**config.mk**
```make
export PLATFORM = sky130hd
export DESIGN_NAME = mult4b_seq_flat
export DESIGN_NICKNAME = d
export VERILOG_FILES = /design/src/rtl/mult4b_seq_if.sv /design/src/rtl/mult4b_seq.sv /design/src/flat_wrapper.sv
export SDC_FILE = /design/constraint.sdc
export NUM_CORES = 1
export LEC_CHECK = 0
export CAP_MARGIN = 10
export CORE_MARGIN = 3
export CORE_UTILIZATION = 45
export DETAILED_ROUTE_END_ITERATION = 12
export GPL_TIMING_DRIVEN = 0
export HOLD_SLACK_MARGIN = 0.06
export PLACE_DENSITY_LB_ADDON = 0.1
export SYNTH_ARGS = -nofsm -noshare
export SYNTH_HDL_FRONTEND = slang
export SYNTH_HIERARCHICAL = 1
export SYNTH_SLANG_ARGS = --single-unit
```
**constraint.sdc**
```tcl
create_clock -name clk -period 4.3 [get_ports clk]
set_clock_uncertainty 0.1 [all_clocks]
set_input_delay 0.86 -clock clk [delete_from_list [all_inputs] [get_ports clk]]
set_output_delay 0.86 -clock clk [all_outputs]
set_load 0.1 [all_outputs]
```
**src/rtl/mult4b_seq_if.sv**
```systemverilog
// mult4b_seq_if: start/done handshake bundle for the sequential 4x4 multiplier
//   start - request a multiplication (requester -> multiplier)
//   A, B  - 4-bit unsigned operands (requester -> multiplier)
//   busy  - multiplication in progress (multiplier -> requester)
//   done  - one-cycle pulse when P updates (multiplier -> requester)
//   P     - 8-bit unsigned product register (multiplier -> requester)
interface mult4b_seq_if;
    logic       start;
    logic [3:0] A;
    logic [3:0] B;
    logic       busy;
    logic       done;
    logic [7:0] P;
    modport master (output start, A, B, input busy, done, P);
    modport slave  (input start, A, B, output busy, done, P);
endinterface

```
**src/rtl/mult4b_seq.sv**
```systemverilog
// mult4b_seq: 4x4 unsigned shift-and-add multiplier, one product per 5 cycles
//   clk - rising-edge clock
//   rst - asynchronous active-high reset
//   bus - mult4b_seq_if.slave: start/A/B in, busy/done/P out
module sum4b (
    input  logic [3:0] A,
    input  logic [3:0] B,
    output logic [3:0] Sum,
    output logic       Cout
);
    logic c1, c2, c3;
    assign Sum[0] = A[0] ^ B[0];
    assign c1     = A[0] & B[0];
    assign Sum[1] = A[1] ^ B[1] ^ c1;
    assign c2     = (A[1] & B[1]) | (c1 & (A[1] ^ B[1]));
    assign Sum[2] = A[2] ^ B[2] ^ c2;
    assign c3     = (A[2] & B[2]) | (c2 & (A[2] ^ B[2]));
    assign Sum[3] = A[3] ^ B[3] ^ c3;
    assign Cout   = (A[3] & B[3]) | (c3 & (A[3] ^ B[3]));
endmodule

module mult4b_seq (
    input logic         clk,
    input logic         rst,
    mult4b_seq_if.slave bus
);
    typedef enum logic {IDLE, RUN} state_t;
    state_t     state_q, state_d;
    logic [3:0] m_q, m_d, h_q, h_d, l_q, l_d;
    logic [1:0] cnt_q, cnt_d;
    logic       busy_q, busy_d, done_q, done_d;
    logic [7:0] p_q, p_d;
    logic [3:0] sum;
    logic       cout;
    sum4b u_add (
        .A    (h_q),
        .B    (l_q[0] ? m_q : 4'b0),
        .Sum  (sum),
        .Cout (cout)
    );
    always_comb begin
        state_d = state_q;
        m_d     = m_q;
        h_d     = h_q;
        l_d     = l_q;
        cnt_d   = cnt_q;
        busy_d  = busy_q;
        done_d  = 1'b0;
        p_d     = p_q;
        if (state_q == IDLE) begin
            if (bus.start) begin
                m_d     = bus.A;
                l_d     = bus.B;
                h_d     = 4'h0;
                cnt_d   = 2'd0;
                state_d = RUN;
                busy_d  = 1'b1;
            end
        end else begin
            // shift the 5-bit partial sum right by one into {H,L}
            h_d   = {cout, sum[3:1]};
            l_d   = {sum[0], l_q[3:1]};
            cnt_d = cnt_q + 2'd1;
            if (cnt_q == 2'd3) begin
                p_d     = {cout, sum[3:1], sum[0], l_q[3:1]};
                done_d  = 1'b1;
                state_d = IDLE;
                busy_d  = 1'b0;
            end
        end
    end
    always_ff @(posedge clk or posedge rst) begin
        if (rst) begin
            state_q <= IDLE;
            m_q     <= 4'h0;
            h_q     <= 4'h0;
            l_q     <= 4'h0;
            cnt_q   <= 2'd0;
            busy_q  <= 1'b0;
            done_q  <= 1'b0;
            p_q     <= 8'h00;
        end else begin
            state_q <= state_d;
            m_q     <= m_d;
            h_q     <= h_d;
            l_q     <= l_d;
            cnt_q   <= cnt_d;
            busy_q  <= busy_d;
            done_q  <= done_d;
            p_q     <= p_d;
        end
    end
    assign bus.busy = busy_q;
    assign bus.done = done_q;
    assign bus.P    = p_q;
endmodule

```
**src/flat_wrapper.sv**
```systemverilog
// flat-port wrapper written by rule: the top's interface ports become plain ports
module mult4b_seq_flat 
  (clk, rst, bus_start, bus_A, bus_B, bus_busy, bus_done, bus_P);
  mult4b_seq_if bus_i ();
  input logic clk;
  input logic rst;
  input wire logic [$bits(bus_i.start)-1:0] bus_start;
  input wire logic [$bits(bus_i.A)-1:0] bus_A;
  input wire logic [$bits(bus_i.B)-1:0] bus_B;
  output wire logic [$bits(bus_i.busy)-1:0] bus_busy;
  output wire logic [$bits(bus_i.done)-1:0] bus_done;
  output wire logic [$bits(bus_i.P)-1:0] bus_P;
  assign bus_i.start = bus_start;
  assign bus_i.A = bus_A;
  assign bus_i.B = bus_B;
  assign bus_busy = bus_i.busy;
  assign bus_done = bus_i.done;
  assign bus_P = bus_i.P;
  mult4b_seq u_core (.clk(clk), .rst(rst), .bus(bus_i));
endmodule
```
* Word-level counts from Yosys, hierarchy flattened *
Index checks and enable logic that the tools add are counted.

storage, ports and cells
  flip-flop bits (word level) = 25
  bits in latches = 0
  memory bits (writable) = 0
  ROM bits = 0
  memories kept = 0

cells by class
  add/subtract/negate cells = 1
  $mul = 0
  div/mod/pow operators = 0
  magnitude comparators = 0
  eq/ne operators = 2
  shifts and indexed selects = 0
  mux-type cells = 15
  bitwise logic cells = 18
  reduce and logical (&&, ||, !) cells = 4

operators by type and width
  operator                                                        count
  4-bit 2-to-1 mux                                                5
  1-bit 2-to-1 mux                                                8
  1-bit bitwise AND                                               7
  1-bit bitwise XOR                                               7
  2-bit AND reduction                                             3
  2-bit 2-to-1 mux                                                2
  1-bit bitwise OR                                                3
  2-bit by 1-bit adder with 2-bit output (second input constant)  1
  2-bit equality test (second input constant)                     1
  2-bit != test (second input constant)                           1
  2-bit nonzero test                                              1
  1-bit inverter                                                  1

* Logic depth before layout (Yosys ltp) *
Gate-level depths: netlist of run 1.

  word-level depth = 9
  depth in mapped cells = 10

* Modules after synthesis *
The synthesis of run 1 kept the hierarchy.

modules (own cells, without submodules)
  module      times used  cells each  area each (um2)  sequential area each (um2)
  mult4b_seq  1           73          1,069.8          625.6
  sum4b       1           14          110.1            0.0

* Worst setup path before layout of run 1 *
OpenSTA, ideal clock, no wires.

  kind = register to register
  from = reg u_core.l_q[0]
  to = reg u_core.p_q[6], in the netlist u_core/bus.P[6]
  setup time = 125 ps
  arrival = 1,989 ps
  path slack = 2,085 ps
  cell stages (with the launch flop) = 11
  buffers on the path = 0
  period minus slack after synthesis = 2,215 ps
  cell sequence = dfrtp_1 > and2_1 > ha_1 > inv_1 > fa_1 > inv_1 > fa_1 > inv_1 > fa_1 > inv_1 > mux2_4

on the way
  longest elaborated chain between the ends = 7
  elaborated cells between the ends (all ways) = 12
  classes of those cells = 1 x mux; 11 x bitwise

RTL lines
  item                                                    line                                text
  from (decl)                                             mult4b_seq.sv:29                    logic [3:0] m_q, m_d, h_q, h_d, l_q, l_d;
  from (signal assigned)                                  mult4b_seq.sv:86                    l_q <= l_d;
  4-bit 2-to-1 mux (*)                                    mult4b_seq.sv:37                    .B (l_q[0] ? m_q : 4'b0),
  1-bit bitwise AND or 1-bit bitwise XOR (tied branches)  mult4b_seq.sv:13, mult4b_seq.sv:15
  1-bit bitwise AND                                       mult4b_seq.sv:15                    assign c2 = (A[1] & B[1]) | (c1 & (A[1] ^ B[1]));
  1-bit bitwise OR                                        mult4b_seq.sv:15
  1-bit bitwise AND                                       mult4b_seq.sv:17                    assign c3 = (A[2] & B[2]) | (c2 & (A[2] ^ B[2]));
  1-bit bitwise OR                                        mult4b_seq.sv:17
  1-bit bitwise XOR (*)                                   mult4b_seq.sv:18                    assign Sum[3] = A[3] ^ B[3] ^ c3;
  named net u_core.sum[3]                                 mult4b_seq.sv:33                    logic [3:0] sum;
  to (signal assigned)                                    mult4b_seq.sv:90                    p_q <= p_d;
  to (decl)                                               mult4b_seq.sv:32                    logic [7:0] p_q, p_d;

Mark *: on every way through the listed nets, which the timed path passes. The rest lies on a longest branch.
A chain may end at the register's enable or synchronous reset.

* Worst setup path in the final report of run 1 *
  from = reg u_core.p_q[7], in the netlist u_core/bus.P[7]
  to = out bus_P[7]

RTL lines
  item       line                text
  to (decl)  flat_wrapper.sv:12  output wire logic [$bits(bus_i.P)-1:0] bus_P;

No word-level cell between the ends.

==> key figures, run 1 <==
Status
  • Status: finished clean

STA
  • Endpoints failing setup: 0
  • Final worst setup slack: 1520 ps
  • RSZ-0062 raised after global routing: false
  • Fin crit share: 64.7%
  • Fmax: 359 MHz
  • Hold Fails Final Rpt: 0
  • Slew @ Worst Pin: 984 ps
  • Worst rel slew slack: 34.2%
  • Slew Limit Fails: 0
  • Minimum clock period: 2780 ps
  • WHS: 412 ps
  • Setup Total Neg Slack: 0 ps

Die
  • Initial Util: 50.4%
  • Die Ht: 57.2 µm
  • Row cnt: 17
  • DIE AREA: 3270 µm²
  • I/O Pins: 21
  • Core area: 2340 µm²
  • Die Wd: 57.2 µm

Critical path
  • Crit path kind: reg2out
  • Max FO, Critical Path: 2
  • Worst r2r src: u_core/l_q[0]
  • Worst setup EP type: output pin
  • Kind of cell adding the most delay to the critical path: buffers and inverters
  • Slowest-stage cell, CP: clkdlybuf4s50_1
  • Required time of the critical path: 3340 ps
  • R2R Path End: u_core/bus.P[6]
  • Worst reg2reg path depth: 10
  • CP Cell Sequence: clkdlybuf4s50_1
  • CP Launch Point: u_core/bus.P[7]
  • CP peak stage delay: 1150 ps
  • CP bufs+invs: 1
  • CP Launch Type: flip-flop
  • Worst EP arrival: 1820 ps
  • R2r setup slk: 1900 ps

Final layout
  • Layout Utilization: 61.2%
  • Synth-to-layout area growth: 21.3%
  • Layout net count: 128
  • ANT cells: 0
  • Share of cells above drive strength 1: 20.0%

Synthesis
  • Yosys warns: 6
  • Share of the synthesized area in the top cell type: 53.0%
  • Post-Syn Area: 1180 µm²
  • Synth Net Count: 104
  • Synth Instances: 87
  • Ranking of synthesized cells by area: dfrtp_1 (53%), mux2_4 (10%), fa_1 (5.1%)
  • Synth unique cells: 19
  • Yosys reg bits: 25
  • Syn_area_per_cell: 13.6 µm²
  • Synth area leader: dfrtp_1
  • Register area share after synthesis: 53.0%

Drt
  • Vias/cell: 4.98
  • Pre-antenna DRT Iters: 4
  • Post-route DRC violation count: 0
  • Routed WL: 1850 µm
  • Wire per inst: 13.4 µm
  • DR vias: 687
  • Antenna Violating Nets Remaining: 0
  • Starting DRC count in detailed routing: 11

Clock network
  • Post-cts repair resize count: 0
  • Max Root-Sink Buffers: 2
  • Reg clk slew, reported paths: 120 ps
  • CTS Buf Count: 3
  • Hold_buf cts: 0
  • CTS Root Cell: clkbuf_4
  • Htree depth: 1
  • Skew-Pair Late Insertion Delay: 300 ps
  • Postcts setup bufs: 0
  • Clock Sinks: 25
  • CTS tree: done

Placed design
  • Placement Setup Slack: 1860 ps
  • I/O Buffers: 19
  • Gpl congestion: 0.732
  • Dpl hpwl: 1390 µm

Worst hold path
  • Hold worst-path end: u_core/h_q[1]
  • Cells on Worst Hold Path: 1
  • Min-delay src: u_core/h_q[1]
  • Worst min path class: reg2reg

Global routing
  • Largest net degree at the start of global routing: 26
  • Global-route usage over all layers: 12.7%
  • First-pass GRT wire length: 3200 µm
  • Grt ovf: 0
  • Vias in the first global route: 702
  • Initial antenna violation count: 0

Run
  • Max Cap Viol: 0
## how the worst max path moves through the flow
| stage | depth (start not counted) | endpoint |
|---|---|---|
| 2_1_floorplan | 10 | u_core/bus.P[6] |
| 3_3_place_gp | 1 | bus_busy |
| 3_5_place_dp | 1 | bus_busy |
| 4_1_cts | 1 | bus_busy |
| 5_1_grt | 1 | bus_busy |
| 6_report | 1 | bus_P[7] |
## cell type report
| type | instances | area, µm² |
|---|---|---|
| sequential | 25 | 626 |
| fill | 206 | 908 |
| multi-input combinational | 46 | 478 |
| clock buffer | 4 | 26.3 |
| buffer | 3 | 27.5 |
| timing repair buffer | 19 | 190 |
| tap | 28 | 35.0 |
| inverter | 13 | 48.8 |
## metal layers
| metal | vias up | GRT usage (%) | share of wire (%) |
|---|---|---|---|
| met3 | 2 | 3.17 | 4.8 |
| met4 | 0 | 4.97 | 0.87 |
| met2 | 13 | 20.2 | 51 |
| li1 | 333 | - | - |
| met1 | 339 | 16.8 | 43 |
| met5 | - | 0 | 0 |
## cell usage after synthesis
cell,count
and2_1,4
o21ai_0,4
nand2_1,4
nor2b_4,1
mux2_2,5
buf_6,2
buf_2,1
o22ai_1,1
nor2_4,1
a22o_1,5
mux2i_1,4
fa_1,3
inv_1,13
nand2_8,1
a21oi_1,1
nor2_1,1
ha_1,3
mux2_4,8
dfrtp_1,25
## placed cells by master, fill, tap and decap left out, types with 4 or more instances in the layout
cell / n
o21ai_0: 4
mux2_2: 5
a22o_1: 5
mux2_4: 8
nand2_1: 4
and2_1: 4
mux2i_1: 4
dfrtp_1: 25
inv_1: 13
clkdlybuf4s50_1: 19
## logic make-up after synthesis
kind of cell	count (synthesis)	synth area share, %
buffers and inverters	16	6.47
AND/OR/NAND/NOR	12	7.53
AO/OA/AOI/OAI	11	6.36
flip-flops	25	53.0
adder cells (fa/ha/maj)	6	8.27
multiplexers	17	18.3
## per-stage QoR
stage,area (µm²),std cells
2_1_floorplan,1180,87
3_3_place_gp,1410,134
3_5_place_dp,1410,134
4_1_cts,1430,138
5_1_grt,1430,138
6_report,1430,138
## flip-flops by register name (all words and copies together), names as in the netlist
name,cells
u_core/h_q,4
u_core/cnt_q,2
u_core/state_q,1
u_core/bus.done,1
u_core/l_q,4
u_core/bus.busy,1
u_core/bus.P,8
u_core/m_q,4
Power of run 1 is not shown: default switching activity piles up to over one toggle a cycle in this logic, so the estimate is an artifact.
==> inputs of run 2 (changes only) <==
Clock period 4.3 ns to 2.4 ns, I/O delays scaled along.
==> run 2 against run 1 <==
Effect of this change:
- highest routed layer unchanged
- sequential share of layout area shrank 0.11 points
- setup slack lost 1500 ps
- first-iteration DRC count shrank 18%
- via count grew 1.3%
- final cell count grew 0.72%
- non-clock buffer count grew 1
- register-to-register slack lost 1800 ps
- count of clock-buffer cells in the layout is the same
==> key figures, run 2 (synthesized netlist as in run 1, its figures left out) <==
STA
  • Minimum clock period: 2330 ps
  • Hold Fails Final Rpt: 0
  • Fin crit share: 97.3%
  • Slew Limit Fails: 0
  • RSZ-0062 raised after global routing: true
  • Worst rel slew slack: 35.4%
  • Endpoints failing setup: 0
  • Setup Total Neg Slack: 0 ps
  • Slew @ Worst Pin: 973 ps
  • Fmax: 428 MHz

Worst hold path
  • Cells on Worst Hold Path: 3
  • Worst min path class: in2reg
  • Min-delay src: bus_start
  • Hold worst-path end: u_core/state_q

Critical path
  • R2r setup slk: 70 ps
  • Worst setup EP type: flip-flop
  • Crit path kind: reg2reg
  • CP Launch Type: flip-flop
  • Worst r2r src: u_core/l_q[0]
  • Max FO, Critical Path: 4
  • R2R Path End: u_core/bus.P[6]
  • Required time of the critical path: 2500 ps
  • Worst reg2reg path depth: 10
  • Worst EP arrival: 2440 ps

Clock network
  • CTS Buf Count: 3
  • Reg clk slew, reported paths: 130 ps
  • Max Root-Sink Buffers: 2
  • Htree depth: 1
  • CTS tree: done
  • Clock Sinks: 25
  • CTS Root Cell: clkbuf_4
  • Hold_buf cts: 0
  • Skew-Pair Late Insertion Delay: 300 ps

Final layout
  • ANT cells: 0
  • Most common cell after layout, fill and taps aside: dfrtp_1
  • Layout net count: 129
  • Multi-input logic area: 483 µm²
  • Max reg flops: 8
  • Commonest cells after routing, fill and taps aside: dfrtp_1 (25), inv_1 (12), clkdlybuf4s50_1 (9), dlygate4sd2_1 (9), mux2_4 (8)
  • Reg area: 626 µm²
  • Share of cells above drive strength 1: 23.4%
  • Fill cell count: 206
  • Synth-to-layout area growth: 21.6%

Drt
  • Post-route DRC violation count: 0
  • Wire per inst: 13.4 µm
  • Pre-antenna DRT Iters: 4
  • Antenna Violating Nets Remaining: 0
  • Routed WL: 1870 µm
  • Vias/cell: 5.01
  • Starting DRC count in detailed routing: 9
  • DR vias: 696

Die
  • Core area: 2340 µm²
  • Die Ht: 57.2 µm
  • Row cnt: 17
  • Initial Util: 50.4%
  • I/O Pins: 21
  • DIE AREA: 3270 µm²
  • Die Wd: 57.2 µm

Placed design
  • Dpl hpwl: 1390 µm
  • Gpl congestion: 0.732
  • I/O Buffers: 19

Global routing
  • Global-route usage over all layers: 12.8%
  • Vias in the first global route: 707
  • Largest net degree at the start of global routing: 26
  • Grt ovf: 0
  • Initial antenna violation count: 0
  • First-pass GRT wire length: 3220 µm

Status
  • Status: finished clean

Run
  • Max Cap Viol: 0
==> run 2: critical path, stage by stage, from the launching register on <==
cell and delay [ps]:
dfrtp_1 400, and2_1 140, ha_1 130, inv_1 50
fa_2 330, inv_2 60, fa_2 180, inv_1 50
fa_1 490, inv_1 60, mux2_4 260
==> run 2: what timing repair did <==
item,CTS,global route
setup buffers,1,0
pin swaps,0,1
gates resized for setup,9,4
cloned,0,0
hold endpoints to repair,0,0
setup endpoints to repair,10,3
==> run 2: layout make-up <==
type	instances	area share, %
buffer	3	1.92
clock buffer	4	1.83
inverter	13	3.40
multi-input combinational	46	33.7
sequential	25	43.6
tap	28	2.44
timing repair buffer	20	13.2
==> run 2: stage by stage <==
| stage | instance area [µm²] | utilization, % | worst slack [ps] | std cells | hold slack (ps) |
|---|---|---|---|---|---|
| after floorplan | 1180 | - | 185 | 87 | 363 |
| after global placement | 1410 | 60.1 | 80.8 | 134 | 381 |
| after detailed placement | 1410 | 60.1 | 10.2 | 134 | 386 |
| after CTS | 1430 | 61.0 | 30.7 | 139 | 386 |
| after global routing | 1440 | 61.3 | -47.3 | 139 | 384 |
| final | 1440 | 61.3 | 65.6 | 139 | 389 |
==> run 2: routing by layer <==
metal	global-route usage, %	wire length, µm	up-vias
met3	3.17	91	2
met1	16.8	804	347
met4	4.97	16	0
li1	-	-	334
met2	20.4	955	13
met5	0	0	-
==> run 2: how the worst max path moves through the flow <==
stage / start / endpoint / slack (ps) / cells after the start
floorplan: u_core/l_q[0] / u_core/bus.P[6] / 190 / 10
global placement: u_core/l_q[0] / u_core/bus.P[6] / 80 / 10
detailed placement: u_core/l_q[0] / u_core/bus.P[6] / 10 / 10
CTS: u_core/l_q[0] / u_core/bus.P[6] / 30 / 10
global route: u_core/l_q[0] / u_core/bus.P[6] / -50 / 10
finish: u_core/l_q[0] / u_core/bus.P[6] / 70 / 10
Power of run 2 is left out for the same reason.
==> inputs of run 3 (changes only) <==
Settings changed: PLACE_DENSITY_LB_ADDON 0.1 to 0.15.
==> run 3 against run 2 <==
Effect of this change:
- sequential share of layout area up 0.15 points
- count of clock-buffer cells in the layout is the same
- critical path depth unchanged
- register-to-register slack is essentially flat
- setup slack got worse by 7.1 ps
- first-iteration DRC count down 89%
- die area unchanged
- fmax shrank 0.30%
- worst hold slack improved by 9.8 ps
- sequential cell count did not move
- via count down 0.72%
- utilization is 0.21 points lower
- critical endpoint unchanged
==> key figures, run 3 (synthesized netlist as in run 1, its figures left out) <==
Clock network
  • Hold_buf cts: 0
  • Max Root-Sink Buffers: 2
  • Reg clk slew, reported paths: 120 ps
  • CTS Root Cell: clkbuf_4
  • CTS tree: done
  • Htree depth: 1
  • Clock Sinks: 25
  • CTS Buf Count: 3
  • Skew-Pair Late Insertion Delay: 310 ps

Run
  • Max Cap Viol: 0

Die
  • Die Ht: 57.2 µm
  • I/O Pins: 21
  • Initial Util: 50.4%
  • DIE AREA: 3270 µm²
  • Row cnt: 17
  • Core area: 2340 µm²
  • Die Wd: 57.2 µm

Final layout
  • Most common cell after layout, fill and taps aside: dfrtp_1
  • Fill cell count: 212
  • Multi-input logic area: 485 µm²
  • ANT cells: 0
  • Max reg flops: 8
  • Commonest cells after routing, fill and taps aside: dfrtp_1 (25), inv_1 (11), clkdlybuf4s50_1 (9), dlygate4sd2_1 (9), mux2_4 (8)
  • Layout net count: 128
  • Share of cells above drive strength 1: 24.5%
  • Synth-to-layout area growth: 21.2%
  • Reg area: 626 µm²

Global routing
  • Largest net degree at the start of global routing: 26
  • Grt ovf: 0
  • Global-route usage over all layers: 12.9%
  • First-pass GRT wire length: 3170 µm
  • Initial antenna violation count: 0
  • Vias in the first global route: 700

STA
  • Fmax: 427 MHz
  • Minimum clock period: 2340 ps
  • Slew Limit Fails: 0
  • Hold Fails Final Rpt: 0
  • Setup Total Neg Slack: 0 ps
  • RSZ-0062 raised after global routing: true
  • Final worst setup slack: 58.4 ps
  • Endpoints failing setup: 0
  • Slew @ Worst Pin: 968 ps
  • Fin crit share: 97.6%
  • Worst rel slew slack: 35.4%

Placed design
  • Dpl hpwl: 1370 µm
  • Placement Setup Slack: 76.0 ps
  • I/O Buffers: 19
  • Gpl congestion: 0.691

Drt
  • Routed WL: 1820 µm
  • DR vias: 691
  • Vias/cell: 5.01
  • Post-route DRC violation count: 0
  • Wire per inst: 13.2 µm
  • Antenna Violating Nets Remaining: 0
  • Pre-antenna DRT Iters: 2
  • Starting DRC count in detailed routing: 1

Critical path
  • CP Launch Type: flip-flop
  • Crit path kind: reg2reg
  • Max FO, Critical Path: 5
  • Worst setup EP type: flip-flop
  • Worst EP arrival: 2450 ps
  • Required time of the critical path: 2510 ps

Worst hold path
  • Worst min path class: in2reg

Status
  • Status: finished clean
==> run 3: cell count changes in the layout (fill, tap and decap cells not counted) <==
cell | before | now
buf_4 | 1 | 0
ha_1 | 3 | 2
inv_1 | 12 | 11
ha_2 | 0 | 1
inv_2 | 1 | 2
==> run 3: layout make-up <==
| cell class | instances | share of cell area [%] |
|---|---|---|
| multi-input cells | 46 | 33.9 |
| plain buffers | 3 | 1.92 |
| flip-flops and latches | 25 | 43.7 |
| inverters | 13 | 3.41 |
| well taps | 28 | 2.45 |
| repair buffers | 19 | 12.7 |
| clock buffers | 4 | 1.84 |
==> run 3: metrics by stage <==
stage	cell area [µm²]	instances	util (%)	hold WS, ps
2_1_floorplan	1180	87	-	363
3_3_place_gp	1410	134	60.1	380
3_5_place_dp	1410	134	60.1	381
4_1_cts	1420	138	60.7	380
5_1_grt	1430	138	61.1	392
6_report	1430	138	61.1	399
==> run 3: layer usage <==
layer  GRT usage (%)  vias to the layer above  wire length, µm
met3            4.30                        5              114
met1            16.0                      335              817
met5               0                        -                0
li1                -                      334                -
met2            20.7                       17              849
met4            4.97                        0               35
==> run 3: final timing paths <==
check / start / slack [ps] / cells after the start / endpoint
setup reg to reg: u_core/l_q[0] / 60 / 10 / u_core/bus.P[6]
hold / removal: bus_start / 400 / 3 / u_core/bus.busy
setup / recovery: u_core/l_q[0] / 60 / 10 / u_core/bus.P[6]
min in group asynchronous: rst / 550 / 2 / u_core/bus.done
max in group asynchronous: rst / 1090 / 2 / u_core/bus.P[7]
hold reg to reg: u_core/h_q[3] / 410 / 1 / u_core/h_q[3]
==> run 3: worst max-delay path: stages (launching register included) <==
cell and delay (ps):
dfrtp_1 420, and2_1 150, ha_2 150, inv_1 40, fa_2 330, inv_2 60, fa_2 180, inv_2 30
fa_1 470, inv_1 50, mux2_4 260
==> run 3: repair_timing <==
item | in CTS | in global routing
buffers inserted | 0 | 0
endpoints found under the setup margin | 9 | 2
gates resized for setup | 9 | 6
pin swaps | 0 | 1
Power of run 3 is left out for the same reason.
